<file path="config.mk">
export PLATFORM = sky130hd
export DESIGN_NAME = fetch_unit
export DESIGN_NICKNAME = d
export VERILOG_FILES = /design/src/rtl/fetch_unit.sv
export SDC_FILE = /design/constraint.sdc
export NUM_CORES = 1
export LEC_CHECK = 0
export BUFFER_PORTS_ARGS = -buffer_cell sky130_fd_sc_hd__buf_2
export CORE_AREA = 2 2 157 159
export DETAILED_ROUTE_END_ITERATION = 16
export DIE_AREA = 0 0 159 161
export PLACE_DENSITY = 0.71
export SYNTH_ARGS = -nofsm -noshare
export SYNTH_HDL_FRONTEND = slang
export SYNTH_SLANG_ARGS = --single-unit
</file>
<file path="constraint.sdc">
create_clock -name clk -period 3.6 [get_ports clk]
set_input_delay 0.72 -clock clk [delete_from_list [all_inputs] [get_ports clk]]
set_output_delay 0.72 -clock clk [all_outputs]
set_load 0.005 [all_outputs]
</file>
<file path="src/rtl/fetch_unit.sv">
// ---------------------------------------------------------------------------
// fetch_unit
//
// Instruction-fetch front end of a 5-stage ARM-style pipeline. It holds the
// PC, fetches one instruction word at a time from instruction memory over a
// variable-latency req/ack handshake, and drives the IF/ID pipeline register
// (instruction, PC+4, valid) consumed by the decode stage.
//
// The unit honours a freeze (hazard stall) from the hazard-detection logic.
// It also honours a redirect from a taken branch resolved in EXE.
//
// Ports
//   clk          : clock, all state changes on the rising edge
//   rst          : synchronous active-high reset
//   freeze       : hazard stall; hold IF/ID and do not advance
//   branch_taken : redirect request, sampled every edge
//   branch_addr  : redirect target, valid with branch_taken
//   imem_req     : fetch request to instruction memory
//   imem_addr    : fetch address, stable while a request is pending
//   imem_ack     : response valid (may arrive in the same cycle as imem_req)
//   imem_rdata   : instruction word, valid with imem_ack
//   instruction  : IF/ID instruction word
//   pc_out       : IF/ID PC+4 of that instruction
//   valid        : IF/ID holds a real instruction (0 = bubble)
//
// Control states
//   ST_REQ   : a request to req_addr is on the bus every cycle.
//   ST_DROP  : a branch arrived while a request was in flight. The old
//              request must still complete, because only one transaction
//              may be outstanding. Its data is thrown away and the
//              redirect target is parked in pc until the ack arrives.
//   ST_STALL : a word arrived while frozen. It is parked in the skid
//              registers and no new request is issued until the freeze
//              lifts, so nothing can be lost.
// ---------------------------------------------------------------------------
module fetch_unit #(
    parameter logic [31:0] RESET_PC = 32'h0000_0000,
    parameter logic [31:0] PC_INC   = 32'd4
) (
    input  logic        clk,
    input  logic        rst,
    input  logic        freeze,
    input  logic        branch_taken,
    input  logic [31:0] branch_addr,
    output logic        imem_req,
    output logic [31:0] imem_addr,
    input  logic        imem_ack,
    input  logic [31:0] imem_rdata,
    output logic [31:0] instruction,
    output logic [31:0] pc_out,
    output logic        valid
);

    typedef enum logic [1:0] {
        ST_REQ   = 2'd0,
        ST_DROP  = 2'd1,
        ST_STALL = 2'd2
    } state_t;

    state_t      state_q, state_d;
    logic [31:0] pc_q, pc_d;
    logic [31:0] req_addr_q, req_addr_d;
    logic [31:0] skid_instr_q, skid_instr_d;
    logic [31:0] skid_pc_q, skid_pc_d;
    logic [31:0] instr_q, instr_d;
    logic [31:0] pc_out_q, pc_out_d;
    logic        valid_q, valid_d;

    // Sequential successor of the address in flight. The addition is 32-bit
    // modulo, so 0xFFFF_FFFC wraps to 0 without any flag.
    logic [31:0] seq_addr;
    assign seq_addr = req_addr_q + PC_INC;

    // -----------------------------------------------------------------------
    // Next-state logic. Every branch starts from "hold everything". Branch
    // handling is always tested before freeze, so a redirect kills the IF/ID
    // entry even while the pipeline is frozen.
    // -----------------------------------------------------------------------
    always_comb begin
        state_d      = state_q;
        pc_d         = pc_q;
        req_addr_d   = req_addr_q;
        skid_instr_d = skid_instr_q;
        skid_pc_d    = skid_pc_q;
        instr_d      = instr_q;
        pc_out_d     = pc_out_q;
        valid_d      = valid_q;

        unique case (state_q)
            ST_REQ: begin
                if (imem_ack) begin
                    if (branch_taken) begin
                        // Word just fetched is on the wrong path: drop it and
                        // restart at the target next cycle.
                        pc_d       = branch_addr;
                        req_addr_d = branch_addr;
                        valid_d    = 1'b0;
                    end else if (freeze) begin
                        // Decode cannot take the word yet; park it and stop
                        // issuing until the freeze lifts.
                        skid_instr_d = imem_rdata;
                        skid_pc_d    = seq_addr;
                        pc_d         = seq_addr;
                        req_addr_d   = seq_addr;
                        state_d      = ST_STALL;
                    end else begin
                        instr_d    = imem_rdata;
                        pc_out_d   = seq_addr;
                        valid_d    = 1'b1;
                        pc_d       = seq_addr;
                        req_addr_d = seq_addr;
                    end
                end else if (branch_taken) begin
                    // Request still in flight, so req_addr must not move.
                    // Remember the target and wait out the old transaction.
                    pc_d    = branch_addr;
                    valid_d = 1'b0;
                    state_d = ST_DROP;
                end else if (!freeze) begin
                    // Decode consumed the current entry and nothing new has
                    // arrived: present a bubble, keeping the stale payload.
                    valid_d = 1'b0;
                end
            end

            ST_DROP: begin
                valid_d = 1'b0;
                if (branch_taken) begin
                    pc_d = branch_addr;
                end
                if (imem_ack) begin
                    // Discard the stale word and aim at the newest target,
                    // including one that arrives on this very edge.
                    req_addr_d = branch_taken ? branch_addr : pc_q;
                    state_d    = ST_REQ;
                end
            end

            ST_STALL: begin
                if (branch_taken) begin
                    // The parked word is on the wrong path as well.
                    pc_d       = branch_addr;
                    req_addr_d = branch_addr;
                    valid_d    = 1'b0;
                    state_d    = ST_REQ;
                end else if (!freeze) begin
                    instr_d  = skid_instr_q;
                    pc_out_d = skid_pc_q;
                    valid_d  = 1'b1;
                    state_d  = ST_REQ;
                end
            end

            default: begin
                state_d = ST_REQ;
            end
        endcase
    end

    // -----------------------------------------------------------------------
    // State registers. Reset abandons any outstanding request; the memory
    // side sees imem_req drop and must tolerate it.
    // -----------------------------------------------------------------------
    always_ff @(posedge clk) begin
        if (rst) begin
            state_q      <= ST_REQ;
            pc_q         <= RESET_PC;
            req_addr_q   <= RESET_PC;
            skid_instr_q <= 32'h0;
            skid_pc_q    <= 32'h0;
            instr_q      <= 32'h0;
            pc_out_q     <= 32'h0;
            valid_q      <= 1'b0;
        end else begin
            state_q      <= state_d;
            pc_q         <= pc_d;
            req_addr_q   <= req_addr_d;
            skid_instr_q <= skid_instr_d;
            skid_pc_q    <= skid_pc_d;
            instr_q      <= instr_d;
            pc_out_q     <= pc_out_d;
            valid_q      <= valid_d;
        end
    end

    // A request is on the bus in every state except STALL. It is gated by
    // reset so memory never sees a request while the unit is being cleared.
    assign imem_req    = (state_q != ST_STALL) && !rst;
    assign imem_addr   = req_addr_q;
    assign instruction = instr_q;
    assign pc_out      = pc_out_q;
    assign valid       = valid_q;

endmodule

</file>
# Word level (Yosys, flattened, before mapping)
# Index checks and enable logic that the tools add are counted.
# totals
mem_bits_ro	0
output_inout_bits	98
elab_cells	71
latchBits	0
mem_bits_rw	0
reg_bits	195
mem_count	0
# op_classes
div	0
n_reduce_logical	12
bitwise_logic	1
n_addsub	1
shift	0
muxes	34
n_lt_le_gt_ge	0
eq_ne	15
multipliers	0
# op_table
op	count
$mux 32	16
$pmux 32 s2	3
$pmux 32 s3	1
$add 32x3->32 const B	1
$ne 2x2->1 const B	8
$mux 2	7
$ne 3x3->1 const B	4
$reduce_and 4->1	2
$pmux 2 s3	1
$reduce_and 6->1	1
$mux 1	5
$reduce_and 5->1	1
$ne 4x4->1 const B	1
$reduce_bool 2->1	2
$pmux 1 s3	1
$reduce_bool 3->1	1
$eq 2x1->1 const B	1
$eq 2x2->1 const B	1
$logic_not 2->1	1
$reduce_and 2->1	1
$reduce_or 2->1	1
$logic_and 1x1->1	1
$logic_not 1->1	1
$not 1->1	1

# Longest topological paths before layout
# logic_depth
word_depth	5
mapped_depth	10
ltp_nobuf	7

# Least setup slack after synthesis
# No wires, ideal clock.
# synth_timing
path_type	input-to-reg
startpoint	input imem_ack
endpoint	register req_addr_q[27], in the netlist imem_addr[27]
slack_ps	1340
path_buffers	3
stages	8
t_arrival_ps	2128
required_time_ps	3468
setup_ps	132
path_cell_list	buf_2 > o21ba_1 > or3_1 > buf_2 > buf_2 > a221o_1 > nor3_1 > nor4_1
# synth_via
elab_chain_len	2
# synth_rtl
item	line_no	rtl
start: declaration	47	input logic imem_ack,
$ne 2x2->1 (no source line)	n/a	
$reduce_and 4->1 (no source line) (*)	n/a	
end signal: assignment	177	req_addr_q <= req_addr_d;
end: declaration	62	logic [31:0] req_addr_q, req_addr_d;
# Mark *: on every way between the ends. The rest lies on a longest branch, timed or not.
# A chain may end at the register's enable or synchronous reset.

# Worst setup path in the final report
# layout_timing
startpoint	register state_q[1]
endpoint	register req_addr_q[18], in the netlist imem_addr[18]
# layout_via
elab_chain_len	3
# layout_rtl
item	line_no	rtl
start: declaration	60	state_t state_q, state_d;
start signal: assignment	175	state_q <= state_d;
$eq 2x2->1 (tied with other cells)	89	unique case (state_q)
$ne 2x2->1 (no source line) or $reduce_bool 3->1 (tied branches)	n/a	
$reduce_and 4->1 (no source line)	n/a	
# Parallel ways exist; a longest one is shown, timed or not.

==> run_results.csv <==
group,metric,value,unit
routing,viasPerCell,5.71,
worst_setup_path,crit_type,"flip-flop to flip-flop",
global_route,grt_pass1_vias,8178,
pwr,p_leak,4.20,nW
global_route,grt_usage,21.8,%
worst_setup_path,slowest_stage,"or3_1",
sta,setup_tns,0,ns
synth,synth_top_family_by_area,"compound AO/OA/AOI/OAI gates",
place,placed_area,10500,um^2
clocking,cts_tree,"done",
sta,setup_violations,0,
finish,fillers,2386,
die,start_util,39.4,%
synth,synth_cell_types,70,
die,die_x,159,um
synth,syn_area,9440,um^2
place,place_congestion,0.893,
finish,final_common_cell,"dfxtp_1",
die,core,24000,um^2
worst_setup_path,worstSetupStartpointType,"flip-flop",
worst_setup_path,endpoint_kind,"flip-flop",
routing,first_pass_iters,5,
clocking,clkLatencyLatePin,0.43,ns
routing,wirelength,28.8,mm
global_route,antenna_found_initial,0,
pwr,peakVddDrop,0.000234,V
clocking,cts_hold_buf,0,
worst_setup_path,max_stage_delay,0.73,ns
sta,clock_skew,0.0110,ns
synth,async_reset_ff_share,0,%
finish,post-route-util,46.4,%
pwr,total_power,0.00571,W
sta,max_freq,0.361,GHz
sta,drv_slew,0,
synth,ys_ff_latch,195,
worst_hold_path,hold_class,"flip-flop to flip-flop",
global_route,grt_max_degree,75,
pwr,powerDensity,513,nW/um^2
synth,synth_ff_type,"dfxtp_1",
routing,ant_nets,0,
global_route,grt-ovfl-total,0,
finish,final_area,11100,um^2
sta,fin_crit_sh,76.9,%
clocking,root_buffer,"clkbuf_16",
finish,area_growth_syn_to_layout,17.8,%
worst_setup_path,cp_max_fo,22,
sta,fin_crit,2.77,ns
sta,maxSlewHeadroom,39.9,%
synth,synth_nets,1230,
worst_setup_path,critPathArrivalTime,3.07,ns
clocking,cts_resized,0,
place,hpwl,20.0,mm
routing,drt-initial-drc-count,1079,
clocking,cts-htree-levels,4,
finish,final_cell_mix,"dfxtp_1 (195), buf_2 (165), nand2_1 (128), nor2_1 (118), a21oi_1 (103)",
clocking,cts_buffers,17,
synth,synth_xor_area_share,2.03,%
worst_setup_path,required,3.90,ns
synth,synth_edf_count,0,
finish,antenna_cells,0,
die,boundaryPins,167,
sta,hold_viol,0,
routing,drc,0,
global_route,grt_pass1_wl,45.4,mm
die,dieHeight,161,um
run,drv_cap,0,
finish,drive_above_1_share,20.5,%
finish,nets,1339,
synth,synth_compound_area_share,25.3,%
sta,tightest_slew,0.902,ns
synth,ys_warn_count,0,
sta,rsz0062_at_grt,"no",
place,io_buffers,166,
clocking,clockBufferDepth,2,
die,dieArea,25600,um^2
synth,avgSynthCellArea,8.17,um^2
run_status,status,"finished, final reports clean",
synth,ys_seq_area_share,41.3,%
synth,synthCells,1156,
die,rows,57,
clocking,cts.clk_slew.worst_paths,0.08,ns
synth,yosys.area_share.simple,20.7,%
routing,num_vias,9144,
synth,synth_mux_area_share,4.15,%
worst_setup_path,crit_path_cell_trace,"inv_1 -> ha_1 -> o21ba_1 -> or3_1 -> buf_4 -> a221o_1 -> o21ai_0 -> a211oi_1",
routing,wire_per_inst,18.0,um
sta,whs,0.450,ns
clocking,post_cts_buffers,0,
clocking,clock-sinks,195,
synth,synthAdderAreaFrac,0.662,%
==> layout make-up <==
cell class,instances,area (um^2),share of cell area [%]
Multi-Input combinational cell,830,5030,45.3
Inverter,25,93.8,0.844
Clock buffer,17,425,3.82
Tap cell,324,405,3.64
Sequential cell,195,3900,35.1
Timing Repair Buffer,196,1100,9.85
Clock inverter,15,165,1.48
==> path summary, 6_finish.rpt <==
kind         cells past startpoint                    start                    endpoint  slack (ns)
max                              8  state_q[1]$_SDFFE_PP0P_  imem_addr[18]$_SDFFE_PP0P_        0.83
min                              2   pc_out[9]$_SDFFE_PP0P_      pc_out[9]$_SDFFE_PP0P_        0.45
max reg2reg                      8  state_q[1]$_SDFFE_PP0P_  imem_addr[18]$_SDFFE_PP0P_        0.83
min reg2reg                      2   pc_out[9]$_SDFFE_PP0P_      pc_out[9]$_SDFFE_PP0P_        0.45
==> cell families after synthesis <==
logic type	count (synthesis)
buffers and inverters	131
flip-flops	195
AO/OA/AOI/OAI	368
adder cells (fa/ha/maj)	5
XOR/XNOR	21
multiplexers	39
AND/OR/NAND/NOR	397
==> metrics by stage <==
step,cells,worst slack (ns)
global placement,1570,0.801
finish,1602,0.833
CTS,1602,0.838
global route,1602,0.747
detailed placement,1570,0.775
floorplan,1156,1.34
==> power by group <==
part	total, W	switching (W)	internal (W)
logic	0.00124	0.000754	0.000488
registers	0.00254	0.000199	0.00234
clock network	0.00193	0.000936	0.000991
==> cells in the mapped netlist, types with 13 or more instances <==
master	number	share of area, %
nand3_1	29	1.5
a31oi_1	17	1.1
dfxtp_1	195	41
mux2i_1	38	4.0
a211oi_1	81	6.4
nand2_1	128	5.1
clkbuf_1	58	2.3
nor2_1	118	4.7
nand4_1	13	0.86
nor3_1	32	1.7
buf_2	32	1.7
o21ai_0	75	4.0
inv_1	24	0.95
a21oi_1	104	5.5
==> routing by layer <==
metal | vias up | track usage (%) | share of wire, %
li1 | 4411 | - | -
met1 | 4233 | 32.0 | 46
met2 | 455 | 32.9 | 44
met3 | 45 | 3.24 | 7.8
met4 | 0 | 6.94 | 2.0
met5 | - | 0 | 0
==> registers in the layout (all words and copies together), names as in the netlist <==
register	flops
skid_pc_q	32
state_q	2
valid	1
instruction	32
pc_q	32
imem_addr	32
skid_instr_q	32
pc_out	32
==> critical path, delay by kind of cell (launching register included) <==
family          cells  cell delay, ns
compound gates      4            0.78
fa+ha+maj           1            0.31
buf+inv             2            0.41
flops               1            0.39
simple gates        1            0.73
Power figures use the tool's default switching activity.
